--- config.mk ---
export PLATFORM = sky130hd
export DESIGN_NAME = serial_adder_ctrl
export DESIGN_NICKNAME = d
export VERILOG_FILES = /design/src/rtl/serial_adder_pkg.sv /design/src/rtl/fullAdder.sv /design/src/rtl/serial_adder_ctrl.sv
export SDC_FILE = /design/constraint.sdc
export NUM_CORES = 1
export LEC_CHECK = 0
export ABC_CLOCK_PERIOD_IN_PS = 2000
export CAP_MARGIN = 20
export CORE_UTILIZATION = 45
export DETAILED_ROUTE_END_ITERATION = 6
export HOLD_SLACK_MARGIN = 0.15
export PLACE_DENSITY = 0.71
export SYNTH_ARGS = -nofsm -noshare
export SYNTH_HDL_FRONTEND = slang
export SYNTH_SLANG_ARGS = --single-unit
--- constraint.sdc ---
create_clock -name clk -period 2 [get_ports clk]
set_input_delay 0.4 -clock clk [delete_from_list [all_inputs] [get_ports clk]]
set_output_delay 0.4 -clock clk [all_outputs]
set_load 0.01 [all_outputs]
--- src/rtl/serial_adder_pkg.sv ---
// Shared types and defaults for the bit-serial adder controller.
package serial_adder_pkg;

    localparam int unsigned DEFAULT_WIDTH = 8;

    typedef enum logic [1:0] {
        IDLE = 2'd0,
        RUN  = 2'd1,
        DONE = 2'd2
    } state_t;

endpackage

--- src/rtl/fullAdder.sv ---
// Single-bit full-adder cell, purely combinational.
module fullAdder (
    input  logic a,
    input  logic b,
    input  logic cin,
    output logic s_c,
    output logic co_c
);

    assign s_c  = a ^ b ^ cin;
    assign co_c = (a & b) | (cin & (a ^ b));

endmodule

--- src/rtl/serial_adder_ctrl.sv ---
// Sequences one fullAdder cell over WIDTH bits, LSB first, and returns
// a registered sum/cout with a one-cycle done pulse.
module serial_adder_ctrl
    import serial_adder_pkg::*;
#(
    parameter int unsigned WIDTH = DEFAULT_WIDTH
) (
    input  logic             clk,
    input  logic             rst_n,
    input  logic             start,
    input  logic [WIDTH-1:0] a,
    input  logic [WIDTH-1:0] b,
    input  logic             cin,
    output logic             busy,
    output logic             done,
    output logic [WIDTH-1:0] sum,
    output logic             cout
);

    localparam int unsigned CW = $clog2(WIDTH + 1);

    state_t           state;
    logic [WIDTH-1:0] sa;
    logic [WIDTH-1:0] sb;
    logic [WIDTH-1:0] ps;
    logic             carry;
    logic [CW-1:0]    cnt;

    logic             cell_sum;
    logic             cell_cout;
    logic [WIDTH-1:0] ps_next;
    logic             last_bit;

    fullAdder u_fa (
        .a    (sa[0]),
        .b    (sb[0]),
        .cin  (carry),
        .s_c  (cell_sum),
        .co_c (cell_cout)
    );

    // New cell bit enters at the MSB; after WIDTH shifts ps is LSB-aligned.
    generate
        if (WIDTH == 1) begin : g_ps_one
            assign ps_next = cell_sum;
        end else begin : g_ps_wide
            assign ps_next = {cell_sum, ps[WIDTH-1:1]};
        end
    endgenerate

    assign last_bit = (cnt == CW'(WIDTH - 1));

    always_ff @(posedge clk or negedge rst_n) begin
        if (!rst_n) begin
            state <= IDLE;
            busy  <= 1'b0;
            done  <= 1'b0;
            sum   <= '0;
            cout  <= 1'b0;
            sa    <= '0;
            sb    <= '0;
            ps    <= '0;
            carry <= 1'b0;
            cnt   <= '0;
        end else begin
            done <= 1'b0;
            case (state)
                IDLE, DONE: begin
                    if (start) begin
                        sa    <= a;
                        sb    <= b;
                        carry <= cin;
                        ps    <= '0;
                        cnt   <= '0;
                        busy  <= 1'b1;
                        state <= RUN;
                    end else begin
                        busy  <= 1'b0;
                        state <= IDLE;
                    end
                end
                RUN: begin
                    ps    <= ps_next;
                    carry <= cell_cout;
                    sa    <= sa >> 1;
                    sb    <= sb >> 1;
                    cnt   <= CW'(cnt + 1'b1);
                    if (last_bit) begin
                        sum   <= ps_next;
                        cout  <= cell_cout;
                        done  <= 1'b1;
                        busy  <= 1'b0;
                        state <= DONE;
                    end
                end
                default: begin
                    busy  <= 1'b0;
                    state <= IDLE;
                end
            endcase
        end
    end

endmodule

Word level (Yosys, flattened, before mapping). Index checks and enable logic that the tools add are counted.

Input port bits: 20. Logic and storage cells: 44. Output and inout bits: 11. Flip-flop bits (word level): 42.

Muxes and demuxes: 18. Reductions and logical operators: 5. Bitwise operators: 5. Equal/unequal tests: 5. Add/sub/neg operators: 1.

Operator list (count): 8-bit one-hot mux with 2 select lines (3); 8-bit two-way mux (3); 4-bit one-hot mux with 2 select lines (1); 1-bit two-way mux (6); 4-bit by 1-bit adder with 4-bit output (second input constant) (1); 4-bit by 3-bit equality test with 1-bit output (second input constant) (1); 4-bit two-way mux (1); 2-bit != test (second input constant) (2); 1-bit one-hot mux with 2 select lines (2); 2-bit one-hot mux with 2 select lines (1); 2-bit AND reduction (2); 1-bit bitwise AND (2); 2-bit by 1-bit equality test with 1-bit output (second input constant) (1); 2-bit equality test (second input constant) (1); 2-bit logical NOT (1); 2-bit two-way mux (1); 2-bit nonzero test (1); 2-bit OR reduction (1); 1-bit bitwise XOR (2); 1-bit bitwise OR (1).

Logic depth before layout (Yosys ltp). Gate-level depths: netlist of the first run.

Word-level depth: 4. Depth in mapped cells: 5. Mapped depth without buffers: 4.

Cells and area by module. Synthesis of the first run repeated with hierarchy kept, for this count alone.

Cells, all modules: 115. Area, all modules: 1636.6 µm².

Modules (own cells, without submodules): serial_adder_ctrl (instances 1, cells an instance 114, area an instance 1616.6 µm², seq. area each 1001.0 µm²); fullAdder (instances 1, cells an instance 1, area an instance 20.0 µm², seq. area each 0.0 µm²).

Least setup slack after synthesis of the first run. OpenSTA, ideal clock, no wires.

Path type: register to register. From: reg cnt[0]. To: reg cout. Buffers on the path: 1. Stages on the path, launching flop included: 6. Period minus slack after synthesis: 1.389 ns. Path slack: 0.611 ns. Data arrival time: 1.261 ns. Setup time: 0.128 ns. Cells stage by stage: dfrtp_1 > ha_1 > nand2_1 > nor3b_2 > buf_4 > mux2_1.

Cells in the longest elaborated chain, start to end: 2.

RTL lines: start: declaration (line serial_adder_ctrl.sv:27) `logic [CW-1:0] cnt;`; start signal: assignment (line serial_adder_ctrl.sv:87) `cnt <= CW'(cnt + 1'b1);`; 4-bit by 3-bit equality test with 1-bit output (line serial_adder_ctrl.sv:51) `assign last_bit = (cnt == CW'(WIDTH - 1));`; 2-bit AND reduction (no source line); end signal: assignment (line serial_adder_ctrl.sv:90) `cout <= cell_cout;`; end: declaration (line serial_adder_ctrl.sv:17) `output logic cout`.

Every way passes these cells. A chain may end at the register's enable or synchronous reset.

==> results, run 1 <==
- The slowest cell on the critical path is clkdlybuf4s50_1.
- Of the cells placed in the final design, the portion with a size suffix greater than 1 is 10.0%.
- The initialized floorplan defines 21 standard-cell rows.
- In this run the worst hold path is classified as reg2reg.
- The region available for standard cell placement spans 3420 sq um.
- The number of buffers and inverters on the critical path is 1.
- The overall fraction of global-route tracks in use is 16.5%.
- The power density normalized to cell area is 1470 nW/um^2.
- In this run the mean area of a mapped cell was 14.2 sq um.
- The level count of the clock H-tree is 2.
- The critical path goes through clkdlybuf4s50_1.
- The vertical die dimension is 62.3 um.
- The final max-slew violation count is 0.
- Sorting the synthesized cells by area gives the leading types as dfrtp_1 (61%), a22o_1 (14%), a21o_1 (6.9%), mux2_1 (6.2%), buf_2 (1.5%).
- The number of nets produced by synthesis is 137.
- The routability congestion estimate is 0.774.
- The relative max-transition margin is 62.7%.
- From synthesis to final layout, the design area changed by 24.7%.
- The total half-perimeter wirelength after legalization and detailed placement is 1930 um.
- The cts-stage hold buffer count is 1.
- The final hold violation count was 0.
- The average detailed-routed wire length per instance is 14.3 um.
- Internal power comes to 2.03 mW.
- VDD sags by at most 518 uV.
- The wire length after detailed routing is 2790 um.
- The routed design could run at a clock period as short as 1.68 ns.
- In the synthesized netlist, the number of instances is 115.
- The count of warnings emitted by yosys is 0.
- The transition time of the tightest slew-check pin is 0.558 ns.
- The dominant cell type by area after synthesis is dfrtp_1.
- Across all hold checks on the routed design, the worst slack comes to 0.491 ns.
- Clock-pin slew was measured on the worst setup and hold paths at 0.11 ns.
- The worst path uses 84.0% of the clock period.
- The fraction of the yosys area taken by sequential cells is 61.2%.
- The number of global-route vias before repair came to 1,090.
- The most common cell after layout, fill and taps aside is dfrtp_1.
- Measured along the x axis, the die boundary spans 62.3 um.
- STA classifies the critical path endpoint as a primary output.
- The via-per-instance ratio is 5.43.
- The share of total power dissipated in combinational logic is 40.5%.
- Across the run, the number of max-cap violations was 0.
- The remaining global-route overflow is 0.
- The depth of the worst register-to-register path is 4.
- Setup repair after global routing left no endpoint under its margin.
- Setup violations remaining at the end of the flow were counted as 0.
- The starting density of the core is 47.9%.
- The flow ran to the end, and the final reports show no timing, DRC or antenna violations.
- In this run the power spent charging and discharging nets is 0.978 mW.
- The number of library cell types mapped by synthesis is 19.
- The placed instances occupy a cell area of 1970 sq um.
- Port buffering added 30 buffers.
- The critical path is of the reg2out type.
- After detailed routing, the number of remaining DRC violations is 0.
- The overall die area is 3880 sq um.
- The summed area of non-filler cells in the final layout is 2040 sq um.
- The clock network burns 13.8% of the power.
- The clock arrives with 0.00530 ns of skew.
- Based on the critical path, the design can be clocked at up to 595 MHz.
- The top cell family by delay on the critical path is buffers and inverters.
- The final layout contains 171 nets.
- Once detail routing completed, the nets flagged for antenna violations numbered 0.
- Clock tree synthesis inserted a total of 5 buffers.
- The analysis attributes to cell leakage a power of 1.02 nW.
- Once the clock tree was built, the setup fixing pass inserted 0 buffers.
- The number of antenna diodes in the final layout is 0.
- The largest fanout on the critical path is 4.
- The count of instances resized after the clock tree is built is 0.
- The number of top-level pins is 31.
- For this block, the via count after detailed routing is 1,065.
- TritonCTS built the clock tree.
- On the worst path, the slowest cell contributes a delay of 0.55 ns.
- The number of antenna violations at the first check in global routing is 0.
- After routing, the total negative slack on setup checks comes to 0 ns.
- The launching element type of the critical path is a flip-flop.
- The synthesized design devotes to its leading area cell type 61.2% of total area.
- At the worst endpoint, the required time is 1.60 ns.
- In this run switching power makes up 32.6% of total power.
- The number of cells on the critical path is 1.
- The arrival time of the worst setup path is 1.28 ns.
- Along the worst hold path, the cell count comes to 1.
- Sequential cells account for 45.7% of the total power.
- After the first detailed-routing iteration, the DRC count stood at 22.
- The first detailed-routing pass took 4 iterations.
- In the layout the commonest cells are dfrtp_1 (40), clkdlybuf4s50_1 (29), a22o_1 (26).
- The number of buffers between clock root and the deepest sink is 2.
- After synthesis the netlist holds a flip-flop and latch count of 40.
- The buffer type at the clock tree root is clkbuf_4.
- Clock latency on the worst-skew pair, taken at its later pin, is 0.34 ns.
- The number of clock sinks seen by CTS is 40.
- Entering global routing, the biggest net connects 41 pins.
- The cell area after synthesis is 1640 sq um.
- The global-route wire length before repair is 4820 um.
==> flip-flops by register name (all words and copies together), names as in the netlist <==
register and flops:
sum 8, carry 1, cout 1, state 2, ps 7, sa 8, done 1, sb 8
cnt 4
==> stage by stage <==
stage               utilization (%)  power [mW]  instances  setup WS (ns)
floorplan                         -        2.23        115          0.611
global placement               57.7        2.56        187          0.239
detailed placement             57.7        2.63        187          0.186
CTS                            59.7        3.05        196          0.301
global route                   59.7        3.24        196          0.220
finish                         59.7        3.01        196          0.319
==> Yosys cell counts <==
library cell	count
nand2_1	3
dfrtp_1	40
buf_2	5
nor2_4	1
mux2i_1	2
a21o_1	15
ha_1	1
nor2b_1	2
and2b_4	1
o21ai_0	1
nand2b_1	1
nor3b_1	1
fa_1	1
mux2_1	9
nor3b_2	1
buf_4	3
a22o_1	26
nand4_1	1
mux2_2	1
==> metal layers <==
metal	track usage, %	routed length, um
met4	9.59	65
met2	29.1	1380
met1	18.1	1210
met3	3.68	140
met5	0	0
==> final cells by class <==
cell class | instances | area (sq um)
fill | 298 | 1380
sequential | 40 | 1000
multi-input combinational | 67 | 588
timing repair buffer | 35 | 335
clock buffer | 8 | 58.8
tap | 46 | 57.6
==> power by group through the flow <==
stage          sequential, mW  clock (mW)  combinational (mW)
2_1_floorplan            1.38           0               0.856
5_1_grt                  1.42       0.474                1.34
3_5_place_dp             1.39           0                1.24
3_3_place_gp             1.37           0                1.19
6_report                 1.37       0.415                1.22
4_1_cts                  1.38       0.433                1.24
==> logic make-up after synthesis <==
group | count (synthesis) | share of synthesized area [%]
compound gates | 42 | 21.1
fa+ha+maj | 2 | 1.99
buf+inv | 8 | 2.90
flops | 40 | 61.2
mux | 12 | 8.10
simple gates | 11 | 4.74
==> final timing paths <==
path / start / endpoint / slack (ns)
max reg2reg: state[0] / cnt[0] / 0.35
min: sb[2] / sb[2] / 0.49
min in group asynchronous: rst_n / sum[3] / 0.63
min reg2reg: sb[2] / sb[2] / 0.49
max in group asynchronous: rst_n / sum[0] / 1.03
max: state[0] / busy / 0.32
Power figures use the tool's default switching activity.
==> run 2, diff against run 1 <==
--- a/config.mk
+++ b/config.mk
@@ -5,12 +5,12 @@
 export SDC_FILE = /design/constraint.sdc
 export NUM_CORES = 1
 export LEC_CHECK = 0
-export ABC_CLOCK_PERIOD_IN_PS = 2000
+export ABC_CLOCK_PERIOD_IN_PS = 1500
 export CAP_MARGIN = 20
 export CORE_UTILIZATION = 45
 export DETAILED_ROUTE_END_ITERATION = 6
 export HOLD_SLACK_MARGIN = 0.15
-export PLACE_DENSITY = 0.71
+export PLACE_DENSITY = 0.73
 export SYNTH_ARGS = -nofsm -noshare
 export SYNTH_HDL_FRONTEND = slang
 export SYNTH_SLANG_ARGS = --single-unit
==> constraint.sdc (replaced) <==
create_clock -name clk -period 1.5 [get_ports clk]
set_input_delay 0.3 -clock clk [delete_from_list [all_inputs] [get_ports clk]]
set_output_delay 0.3 -clock clk [all_outputs]
set_load 0.01 [all_outputs]
==> run 2 against run 1 <==
Against the previous run:
- sequential power rose by 34%
- global-route usage grew 0.59 points
- first-iteration DRC count grew 18%
- cell area grew 6.4%
- via count is 2.2% higher
- clock-buffer cell count is 2 lower
- clock skew is 0.0033 ns higher
- register-to-register slack worse by 0.35 ns
- hold slack worse by 0.0011 ns
- critical path depth rose by 4
- highest routed layer unchanged
==> results, run 2 (synthesis results as in run 1) <==
- The arrival time of the worst setup path is 1.73 ns (+0.45 ns).
- The post-route antenna net violation count is 0 (unchanged).
- The clock buffer count from CTS is 5 (unchanged).
- The count of maximum capacitance violations is 0 (unchanged).
- The clock latency of the later-clocked register in the worst-skew pair is 0.34 ns (about the same).
- The global-route wire length before repair is 5090 um (+5.6%).
- The number of failing setup endpoints in the final timing report was 0 (unchanged).
- The count of port buffers added during placement is 30 (unchanged).
- The number of cells in the finished layout apart from fillers was 205 (+4.6%).
- The flow ran to the end, and the final reports show no timing, DRC or antenna violations.
- The placeable core area is 3420 sq um (unchanged).
- The area added between synthesis and finish is 32.7%.
- The remaining global-route overflow is 0 (unchanged).
- The post-place setup slack is -0.272 ns (-0.458 ns).
- The worst-case clock skew is 0.00858 ns (+0.00327 ns).
- The level count of the clock H-tree is 2 (unchanged).
- The first-pass detailed-route iteration total is 4 (unchanged).
- The remaining routing DRC violations is 0 (unchanged).
- The share of the core filled with cells is 63.6% (+3.8 points).
- The total number of nets in the final design is 180 (+5.3%).
- The launching element type of the critical path is a flip-flop.
- TritonCTS built the clock tree.
- The number of placed cells counting well taps is 188 (+0.53%).
- The count of standard-cell rows is 21 (unchanged).
- The number of global-route vias before repair is 1,100 (+0.92%).
- The power density normalized to cell area is 2020 nW/um^2 (+37%).
- In this run the worst hold path is classified as reg2reg.
- The final critical path takes up 99.7% of the cycle.
- The number of DRC violations after detailed-routing iteration 0 is 26 (+18%).
- In the final layout, the registers with the most flip-flops are sa x8, sb x8, sum x8.
- The area of combinational cells with multiple inputs is 642 sq um (+9.1%).
- The number of buffers between clock root and the deepest sink came to 2 (unchanged).
- The critical path class is reg2reg.
- The worst path needs 1.50 ns of the cycle, external delays included.
- The clock-pin slew on the worst setup and hold paths is 0.11 ns (about the same).
- The tree is rooted in a clkbuf_4.
- The register area is 1000 sq um (unchanged).
- The largest vdd supply drop was 1050 uV (+100%).
- The total half-perimeter wirelength after legalization and detailed placement came to 1840 um (-4.7%).
- The horizontal die dimension is 62.3 um (unchanged).
- The via-per-instance ratio is 5.31 (-2.3%).
- The vertical die dimension is 62.3 um (unchanged).
- The wire length after detailed routing is 3050 um (+9.3%).
- The static leakage came to 1.12 nW (+10%).
- The overall fraction of global-route tracks in use was 17.1% (+0.59 points).
- The number of antenna violations at the first check in global routing is 0 (unchanged).
- The transition time of the tightest slew-check pin is 0.608 ns (+0.0496 ns).
- The relative max-transition margin came to 59.4% (-3.3 points).
- The total of fill cells in the finished design was 279 (-6.4%).
- The count of vias placed by the detailed router is 1,088 (+2.2%).
- The final hold violation count was 0 (unchanged).
- The most common cell after layout, fill and taps aside is dfrtp_1.
- The layout cell share with drive strength beyond 1 came to 23.9% (+14 points).
- The largest fanout on the critical path is 6 (+2).
- The antenna diode count is 0 (unchanged).
- The starting density of the core was 47.9% (unchanged).
- The total power is 4.39 mW (+46%).
- Derived from the worst setup path, the maximum achievable clock frequency is 669 MHz.
- Setup repair after global routing could not meet its margin everywhere.
- The final worst setup slack is 0.00475 ns (-0.314 ns).
- The final max-slew violation count came to 0 (unchanged).
- STA classifies the critical path endpoint as a flip-flop.
- The number of clock sinks seen by CTS is 40 (unchanged).
- In the layout the commonest cells are dfrtp_1 (40), a22o_1 (26), clkdlybuf4s50_1 (18).
- The worst endpoint required time is 1.74 ns (+0.14 ns).
- The routability congestion estimate is 0.686 (-11%).
- The number of top-level pins came to 31 (unchanged).
- The overall die area is 3880 sq um (unchanged).
- The average detailed-routed wire length per instance was 14.9 um (+4.5%).
- The final-layout worst hold slack is 0.490 ns (-0.00107 ns).
- The pin count of the biggest net entering global routing is 41 (unchanged).
[run 2: cell types whose count changed in the layout (fill, tap and decap cells not counted), moves of 4 or more]
| cell | delta |
|---|---|
| buf_4 | +5 |
| buf_6 | +4 |
| clkdlybuf4s50_1 | -11 |
| dlygate4sd2_1 | +10 |
| mux2_1 | -9 |
| mux2_4 | +9 |
[run 2: final cells by class]
type | instances | area share [%]
Clock buffer | 6 | 1.90
Clock inverter | 2 | 1.61
Sequential cell | 40 | 46.1
Multi-Input combinational cell | 68 | 29.6
Tap cell | 46 | 2.65
Timing Repair Buffer | 43 | 18.2
[run 2: what timing repair did]
action,in CTS,in global routing
setup endpoints to repair,20,36
hold buffers,1,0
hold endpoints to repair,40,0
pin swaps,1,1
setup buffers,5,1
gates cloned,1,1
resized for setup,17,13
[run 2: per-layer routing]
layer	vias up	global-route usage, %	wire length (um)	share of wire [%]
met5	-	0	0	0
met4	0	5.23	27	0.88
met3	5	6.07	156	5.1
met2	32	27.5	1440	47
met1	535	21.7	1430	47
li1	516	-	-	-
[run 2: path summary, 6_finish.rpt]
kind                                from      to  slack (ns)  cells after the start
worst max-delay path            state[0]  sum[4]       0.005                      5
worst min-delay path               sb[2]   sb[2]        0.49                      1
worst max register to register  state[0]  sum[4]       0.005                      5
worst min register to register     sb[2]   sb[2]        0.49                      1
max in group asynchronous          rst_n  cnt[0]        0.63                      3
min in group asynchronous          rst_n  sum[5]        0.52                      3
[run 2: metrics by stage]
stage | setup TNS [ns] | instance area, sq um
after floorplan | 0 | 1640
after global placement | -3.16 | 1980
after detailed placement | -3.82 | 1980
after CTS | -0.0316 | 2120
after global routing | -0.663 | 2170
final | 0 | 2170
[run 2: critical path, cell delays in order (launching register included)]
cell and delay (ns):
dfrtp_1 0.38, buf_6 0.11, and2b_4 0.20, nor3b_4 0.24, buf_6 0.17, mux2_4 0.30
[run 2: where the power goes]
part / total, mW / internal, mW / switching [mW]
combinational: 1.87 / 1.09 / 0.786
clock: 0.681 / 0.350 / 0.332
sequential: 1.83 / 1.54 / 0.297
total: 4.39 / 2.97 / 1.41
